===== src/rtl/l2_command_issuer.sv =====
`default_nettype none
// ============================================================================
// l2_command_issuer : buffers trace command/address pairs and issues them to
// the L2 cache one at a time, fencing clear/print behind cache activity.
// Revision: 1.0
// ============================================================================
module l2_command_issuer #(
  parameter int COMMAND_SIZE = 8,
  parameter int ADDRESS_SIZE = 32,
  parameter int FIFO_DEPTH   = 4,
  parameter int COUNT_WIDTH  = 16
) (
  input  logic                          clk,
  input  logic                          rst_n,
  input  logic                          in_valid,
  output logic                          in_ready,
  input  logic [COMMAND_SIZE-1:0]       in_command,
  input  logic [ADDRESS_SIZE-1:0]       in_address,
  output logic                          out_valid,
  input  logic                          out_ready,
  output logic [COMMAND_SIZE-1:0]       out_command,
  output logic [ADDRESS_SIZE-1:0]       out_address,
  input  logic                          cache_busy,
  output logic [$clog2(FIFO_DEPTH):0]   fifo_level,
  output logic [COUNT_WIDTH-1:0]        read_count,
  output logic [COUNT_WIDTH-1:0]        write_count,
  output logic [COUNT_WIDTH-1:0]        snoop_count,
  output logic [COUNT_WIDTH-1:0]        drop_count
);

  localparam int c_PTR_W = $clog2(FIFO_DEPTH);
  localparam logic [c_PTR_W:0]       c_FULL    = (c_PTR_W+1)'(FIFO_DEPTH);
  localparam logic [c_PTR_W:0]       c_LVL_ONE = (c_PTR_W+1)'(1);
  localparam logic [c_PTR_W-1:0]     c_PTR_ONE = c_PTR_W'(1);
  localparam logic [COMMAND_SIZE-1:0] c_CMD_READ   = COMMAND_SIZE'(0);
  localparam logic [COMMAND_SIZE-1:0] c_CMD_WRITE  = COMMAND_SIZE'(1);
  localparam logic [COMMAND_SIZE-1:0] c_CMD_IFETCH = COMMAND_SIZE'(2);
  localparam logic [COMMAND_SIZE-1:0] c_CMD_SNP_LO = COMMAND_SIZE'(3);
  localparam logic [COMMAND_SIZE-1:0] c_CMD_SNP_HI = COMMAND_SIZE'(6);
  localparam logic [COMMAND_SIZE-1:0] c_CMD_CLEAR  = COMMAND_SIZE'(8);
  localparam logic [COMMAND_SIZE-1:0] c_CMD_PRINT  = COMMAND_SIZE'(9);

  typedef enum logic [1:0] {
    S_IDLE    = 2'd0,
    S_BARRIER = 2'd1,
    S_ISSUE   = 2'd2
  } state_t;

  state_t state_q, state_d;

  logic [COMMAND_SIZE-1:0] mem_cmd_q  [FIFO_DEPTH];
  logic [ADDRESS_SIZE-1:0] mem_addr_q [FIFO_DEPTH];
  logic [c_PTR_W-1:0]      wr_ptr_q, rd_ptr_q;
  logic [c_PTR_W:0]        level_q;

  logic                    out_valid_q, out_valid_d;
  logic [COMMAND_SIZE-1:0] out_cmd_q, out_cmd_d;
  logic [ADDRESS_SIZE-1:0] out_addr_q, out_addr_d;

  logic [COUNT_WIDTH-1:0]  read_q, read_d, write_q, write_d;
  logic [COUNT_WIDTH-1:0]  snoop_q, snoop_d, drop_q, drop_d;

  logic w_full, w_empty, w_legal, w_in_hs, w_push, w_drop, w_out_hs;
  logic w_head_barrier;
  logic [COMMAND_SIZE-1:0] w_head_cmd;
  logic [ADDRESS_SIZE-1:0] w_head_addr;

  function automatic logic [COUNT_WIDTH-1:0] sat_inc(input logic [COUNT_WIDTH-1:0] v);
    return (&v) ? v : v + COUNT_WIDTH'(1);
  endfunction

  assign w_full         = (level_q == c_FULL);
  assign w_empty        = (level_q == '0);
  assign w_legal        = (in_command <= c_CMD_SNP_HI) || (in_command == c_CMD_CLEAR) ||
                          (in_command == c_CMD_PRINT);
  assign w_in_hs        = in_valid && !w_full;
  assign w_push         = w_in_hs && w_legal;
  assign w_drop         = w_in_hs && !w_legal;
  // out_valid is only ever high in ISSUE, so the output handshake is the pop.
  assign w_out_hs       = out_valid_q && out_ready;
  assign w_head_cmd     = mem_cmd_q[rd_ptr_q];
  assign w_head_addr    = mem_addr_q[rd_ptr_q];
  assign w_head_barrier = (w_head_cmd == c_CMD_CLEAR) || (w_head_cmd == c_CMD_PRINT);

  always_ff @(posedge clk) begin
    if (w_push) begin
      mem_cmd_q[wr_ptr_q]  <= in_command;
      mem_addr_q[wr_ptr_q] <= in_address;
    end
  end

  always_ff @(posedge clk or negedge rst_n) begin
    if (!rst_n) begin
      wr_ptr_q <= '0;
      rd_ptr_q <= '0;
      level_q  <= '0;
    end else begin
      if (w_push)   wr_ptr_q <= wr_ptr_q + c_PTR_ONE;
      if (w_out_hs) rd_ptr_q <= rd_ptr_q + c_PTR_ONE;
      case ({w_push, w_out_hs})
        2'b10:   level_q <= level_q + c_LVL_ONE;
        2'b01:   level_q <= level_q - c_LVL_ONE;
        default: level_q <= level_q;
      endcase
    end
  end

  always_comb begin
    state_d     = state_q;
    out_valid_d = out_valid_q;
    out_cmd_d   = out_cmd_q;
    out_addr_d  = out_addr_q;
    case (state_q)
      S_IDLE: begin
        if (!w_empty) begin
          if (w_head_barrier) begin
            state_d = S_BARRIER;
          end else begin
            state_d     = S_ISSUE;
            out_valid_d = 1'b1;
            out_cmd_d   = w_head_cmd;
            out_addr_d  = w_head_addr;
          end
        end
      end
      S_BARRIER: begin
        if (!cache_busy) begin
          state_d     = S_ISSUE;
          out_valid_d = 1'b1;
          out_cmd_d   = w_head_cmd;
          out_addr_d  = w_head_addr;
        end
      end
      S_ISSUE: begin
        if (out_ready) begin
          state_d     = S_IDLE;
          out_valid_d = 1'b0;
        end
      end
      default: begin
        state_d     = S_IDLE;
        out_valid_d = 1'b0;
      end
    endcase
  end

  always_ff @(posedge clk or negedge rst_n) begin
    if (!rst_n) begin
      state_q     <= S_IDLE;
      out_valid_q <= 1'b0;
      out_cmd_q   <= '0;
      out_addr_q  <= '0;
    end else begin
      state_q     <= state_d;
      out_valid_q <= out_valid_d;
      out_cmd_q   <= out_cmd_d;
      out_addr_q  <= out_addr_d;
    end
  end

  // A clear issued on the same edge as a drop wins; the clear itself is uncounted.
  always_comb begin
    read_d  = read_q;
    write_d = write_q;
    snoop_d = snoop_q;
    drop_d  = drop_q;
    if (w_out_hs && (out_cmd_q == c_CMD_CLEAR)) begin
      read_d  = '0;
      write_d = '0;
      snoop_d = '0;
      drop_d  = '0;
    end else begin
      if (w_out_hs) begin
        if ((out_cmd_q == c_CMD_READ) || (out_cmd_q == c_CMD_IFETCH)) read_d = sat_inc(read_q);
        if (out_cmd_q == c_CMD_WRITE) write_d = sat_inc(write_q);
        if ((out_cmd_q >= c_CMD_SNP_LO) && (out_cmd_q <= c_CMD_SNP_HI)) snoop_d = sat_inc(snoop_q);
      end
      if (w_drop) drop_d = sat_inc(drop_q);
    end
  end

  always_ff @(posedge clk or negedge rst_n) begin
    if (!rst_n) begin
      read_q  <= '0;
      write_q <= '0;
      snoop_q <= '0;
      drop_q  <= '0;
    end else begin
      read_q  <= read_d;
      write_q <= write_d;
      snoop_q <= snoop_d;
      drop_q  <= drop_d;
    end
  end

  assign in_ready    = !w_full;
  assign out_valid   = out_valid_q;
  assign out_command = out_cmd_q;
  assign out_address = out_addr_q;
  assign fifo_level  = level_q;
  assign read_count  = read_q;
  assign write_count = write_q;
  assign snoop_count = snoop_q;
  assign drop_count  = drop_q;

endmodule
`default_nettype wire


===== config.mk =====
export PLATFORM = sky130hd
export DESIGN_NAME = l2_command_issuer
export DESIGN_NICKNAME = d
export VERILOG_FILES = /design/src/rtl/l2_command_issuer.sv
export SDC_FILE = /design/constraint.sdc
export NUM_CORES = 1
export LEC_CHECK = 0
export CORE_ASPECT_RATIO = 1.4
export CORE_MARGIN = 3
export CORE_UTILIZATION = 65
export CTS_CLUSTER_DIAMETER = 40
export DETAILED_ROUTE_END_ITERATION = 10
export DONT_BUFFER_PORTS = 1
export PLACE_DENSITY_LB_ADDON = 0.15
export SYNTH_ARGS = -nofsm -noshare
export SYNTH_HDL_FRONTEND = slang
export SYNTH_SLANG_ARGS = --single-unit

===== constraint.sdc =====
create_clock -name clk -period 5.85 [get_ports clk]
set_input_delay 0.2925 -clock clk [delete_from_list [all_inputs] [get_ports clk]]
set_output_delay 0.2925 -clock clk [all_outputs]
set_load 0.05 [all_outputs]

==> summary.md <==
| Metric | Value |
|---|---|
| CTS Root Cell | sky130_fd_sc_hd__clkbuf_16 |
| Measured slew at the worst slew-check pin | 1.28 ns |
| Endpoints failing setup | 0 |
| Finished Cell Area | 13100 um2 |
| Net Count, Synth | 798 |
| Hold Path Stages | 3 |
| WL final | 23.4 mm |
| Most common cell after layout, fill and taps aside | sky130_fd_sc_hd__edfxtp_1 |
| Total I/O pin count | 154 |
| Die width | 118 um |
| DRC | 0 |
| Reported max-cap violation count | 0 |
| Met3 usage | 7.07% |
| Global-route wire length before repair | 37.9 mm |
| Gates resized, CTS repair | 0 |
| Max-slew headroom at the worst pin | 14.2% |
| GRT Resource Usage Total | 24.7% |
| Final Hold Viols | 0 |
| Met2 Track Usage GR | 43.7% |
| Async SR Flop Fraction | 41.6% |
| Setup Skew | 0.0201 ns |
| Count of final max-slew check failures | 0 |
| Worst hold slack after final layout | 0.144 ns |
| Area after detailed placement | 11700 um2 |
| Final worst path period need | 3.41 ns |
| Fillcell total | 994 |
| CTS tree | built |
| Average cell area after synthesis | 15.5 um2 |
| Gate count after technology mapping | 743 |
| Number of buffers added by the clock tree synthesis step | 28 |
| Leading post-synthesis cells by cell area | sky130_fd_sc_hd__edfxtp_1 (42%), sky130_fd_sc_hd__dfrtp_1 (25%), sky130_fd_sc_hd__mux4_2 (7.6%), sky130_fd_sc_hd__mux2_4 (3.9%), sky130_fd_sc_hd__xnor2_1 (2.7%) |
| DP Cell Count | 947 |
| Cells on worst reg2reg path | 6 |
| Wire per inst | 22.4 um |
| Beginning of the worst hold path | in_valid |
| Flop2flop setup slack | 2.44 ns |
| CTS Sinks | 274 |
| Endpoint kind of the worst setup timing path | register |
| Critical path arrival | 3.83 ns |
| Violation count after the first detailed-routing iteration | 522 |
| Post-detail-place hpwl | 14.0 mm |
| Detailed-route vias per instance | 6.36 |
| Highest-utilization routing layer at the global route stage | met2 |
| Classification of the worst setup path | register to register |
| Antenna violations before repair | 1 |
| Critical Path Fanout Max | 42 |
| Flip-flop and latch count after synthesis | 274 |
| IO buf count | 0 |
| Top FF cell, synth | sky130_fd_sc_hd__edfxtp_1 |
| DIE AREA | 19300 um2 |
| Area of the mapped netlist | 11500 um2 |
| Static Leakage | 0.00483 uW |
| Most frequent cells in the layout | sky130_fd_sc_hd__edfxtp_1 (160), sky130_fd_sc_hd__dfrtp_1 (112), sky130_fd_sc_hd__nor2_1 (50) |
| Maximum clock insertion buffer count | 3 |
| Effective utilization at floorplan | 67.4% |
| Relative area change from synthesis to final layout | 13.7% |
| Fraction of layout instances using a drive strength above 1 | 16.9% |
| Min-delay worst type | input pin to register |
| Final worst path period share | 58.2% |
| Number of routed nets with antenna violations | 0 |
| Non-filler cells, final | 1044 |
| Delay of the slowest cell on the worst path | 1.08 ns |
| Overall via count from detail_route | 6638 |
| Number of enable-type register cells in the synthesized netlist | 160 |
| DR pass1 iterations | 5 |
| Post-route setup TNS | 0 ns |
| Worst reg2reg startpoint | rd_ptr_q[1] |
| Portion of the post-synthesis area used by sequential elements | 66.7% |
| Remaining global-route overflow | 0 |
| Row cnt | 56 |
| Critical path's slowest cell | sky130_fd_sc_hd__dfrtp_2 |
| GP Congestion | 0.856 |
| Synth cell types | 53 |
| Met1 usage | 30.1% |
| Number of global-route vias before repair | 6973 |
| Unrepaired setup endpoints after global routing | false |
| H-Tree Level Count | 1 |
| Pin count of the biggest net entering global routing | 115 |
| Clock Latency Late Sink | 0.53 ns |
| Reg2Reg Capture Point | out_address[30] |
| Crit path launch | rd_ptr_q[1] |
| Status | completed |
| Kind of launch point of the worst setup path | register |
| Clock Pin Slew Worst Setup and Hold Paths | 0.06 ns |
| Synth Warn # | 0 |
| Endpoint with the worst hold slack | wr_ptr_q[0] |
| Peak supply drop | 0.000399 V |
| Critical path data required time | 6.27 ns |
| Core region area | 17000 um2 |
| Upper clock frequency limit | 294 MHz |
| Synth top area share | 41.8% |
| Library cell with the largest summed area after synthesis | sky130_fd_sc_hd__edfxtp_1 |
| Chip Height | 163 um |
| Crit path cell chain | mux2i_1, a22oi_1, nor3_4, nor2b_4, buf_4, mux2_2 |
| Power per unit of standard cell area | 480 nW/um2 |
| Count of nets after finishing | 844 |
[kinds of logic (layout without fill, tap and decap cells)]
logic type	after synthesis	count (layout)	share of synthesized area, %
AOI/OAI and AO/OA	73	73	4.23
muxes	81	81	12.7
and+or+nand+nor	217	217	10.1
buffers and inverters	44	112	1.80
adders and majority gates	10	10	1.16
xor gates and xnor gates	44	44	3.36
DFF	274	274	66.7
other	0	1	0
[what timing repair did]
action	in CTS	in global routing
setup buffers	0	0
endpoints found under the hold margin	276	0
hold buffers	44	0
[layer usage]
layer | wire [um] | up-vias
li1 | - | 2956
met1 | 8740 | 3397
met2 | 12200 | 248
met3 | 2000 | 37
met4 | 410 | 0
met5 | 0 | -
[cells in the mapped netlist (11+ instances only)]
master and n:
sky130_fd_sc_hd__o21ai_0 18, sky130_fd_sc_hd__nand3_1 19, sky130_fd_sc_hd__nor2_1 50, sky130_fd_sc_hd__nand4_1 18
sky130_fd_sc_hd__mux4_2 39, sky130_fd_sc_hd__mux2_4 30, sky130_fd_sc_hd__edfxtp_1 160, sky130_fd_sc_hd__clkbuf_1 19
sky130_fd_sc_hd__xnor2_1 35, sky130_fd_sc_hd__nand2_1 36, sky130_fd_sc_hd__inv_1 11, sky130_fd_sc_hd__a21oi_1 18
sky130_fd_sc_hd__dfrtp_1 114, sky130_fd_sc_hd__nor4_1 20
[power breakdown]
part | switching (uW) | internal, uW
combinational | 473 | 709
sequential | 1050 | 2260
clock | 729 | 1050
[area by class of cell]
cell class	count	area (um2)	area share, %
clock buffers	35	748	5.73
repair buffers	49	495	3.79
clock inverters	17	188	1.44
flip-flops and latches	274	7660	58.7
well taps	232	290	2.22
diodes	1	2.50	0.0192
multi-input cells	425	3630	27.8
inverters	11	41.3	0.316
[worst max path at each step]
stage	to	slack, ns	cells past startpoint
6_report	out_address[30]	2.44	6
5_1_grt	out_address[29]	2.23	6
4_1_cts	out_address[29]	2.40	6
3_5_place_dp	out_address[30]	2.40	6
3_3_place_gp	out_address[7]	2.51	6
2_1_floorplan	mem_addr_q[0][0]	2.94	4
[stage by stage]
| stage | util [%] | setup slack, ns | power (uW) |
|---|---|---|---|
| finish | 76.7 | 2.44 | 6270 |
| global route | 76.7 | 2.23 | 6530 |
| CTS | 76.7 | 2.40 | 6310 |
| detailed placement | 68.5 | 2.40 | 4470 |
| global placement | 68.5 | 2.51 | 4400 |
| floorplan | - | 2.94 | 4200 |
[worst max-delay path: cells and delay by family (launching register included)]
family                 cells  cell delay (ns)
AOI/OAI and AO/OA          1             0.44
buffers and inverters      1             0.45
DFF                        1             1.08
muxes                      2             0.61
and+or+nand+nor            2             0.69
[state kept, by name, summed over array words and instances (netlist names)]
signal	cells
drop_count	16
write_count	16
mem_cmd_q	32
out_address	32
out_command	8
rd_ptr_q	2
read_count	16
snoop_count	16
fifo_level	3
mem_addr_q	128
out_valid	1
wr_ptr_q	2
state_q	2
No activity file was read; power rests on OpenSTA's default activity.
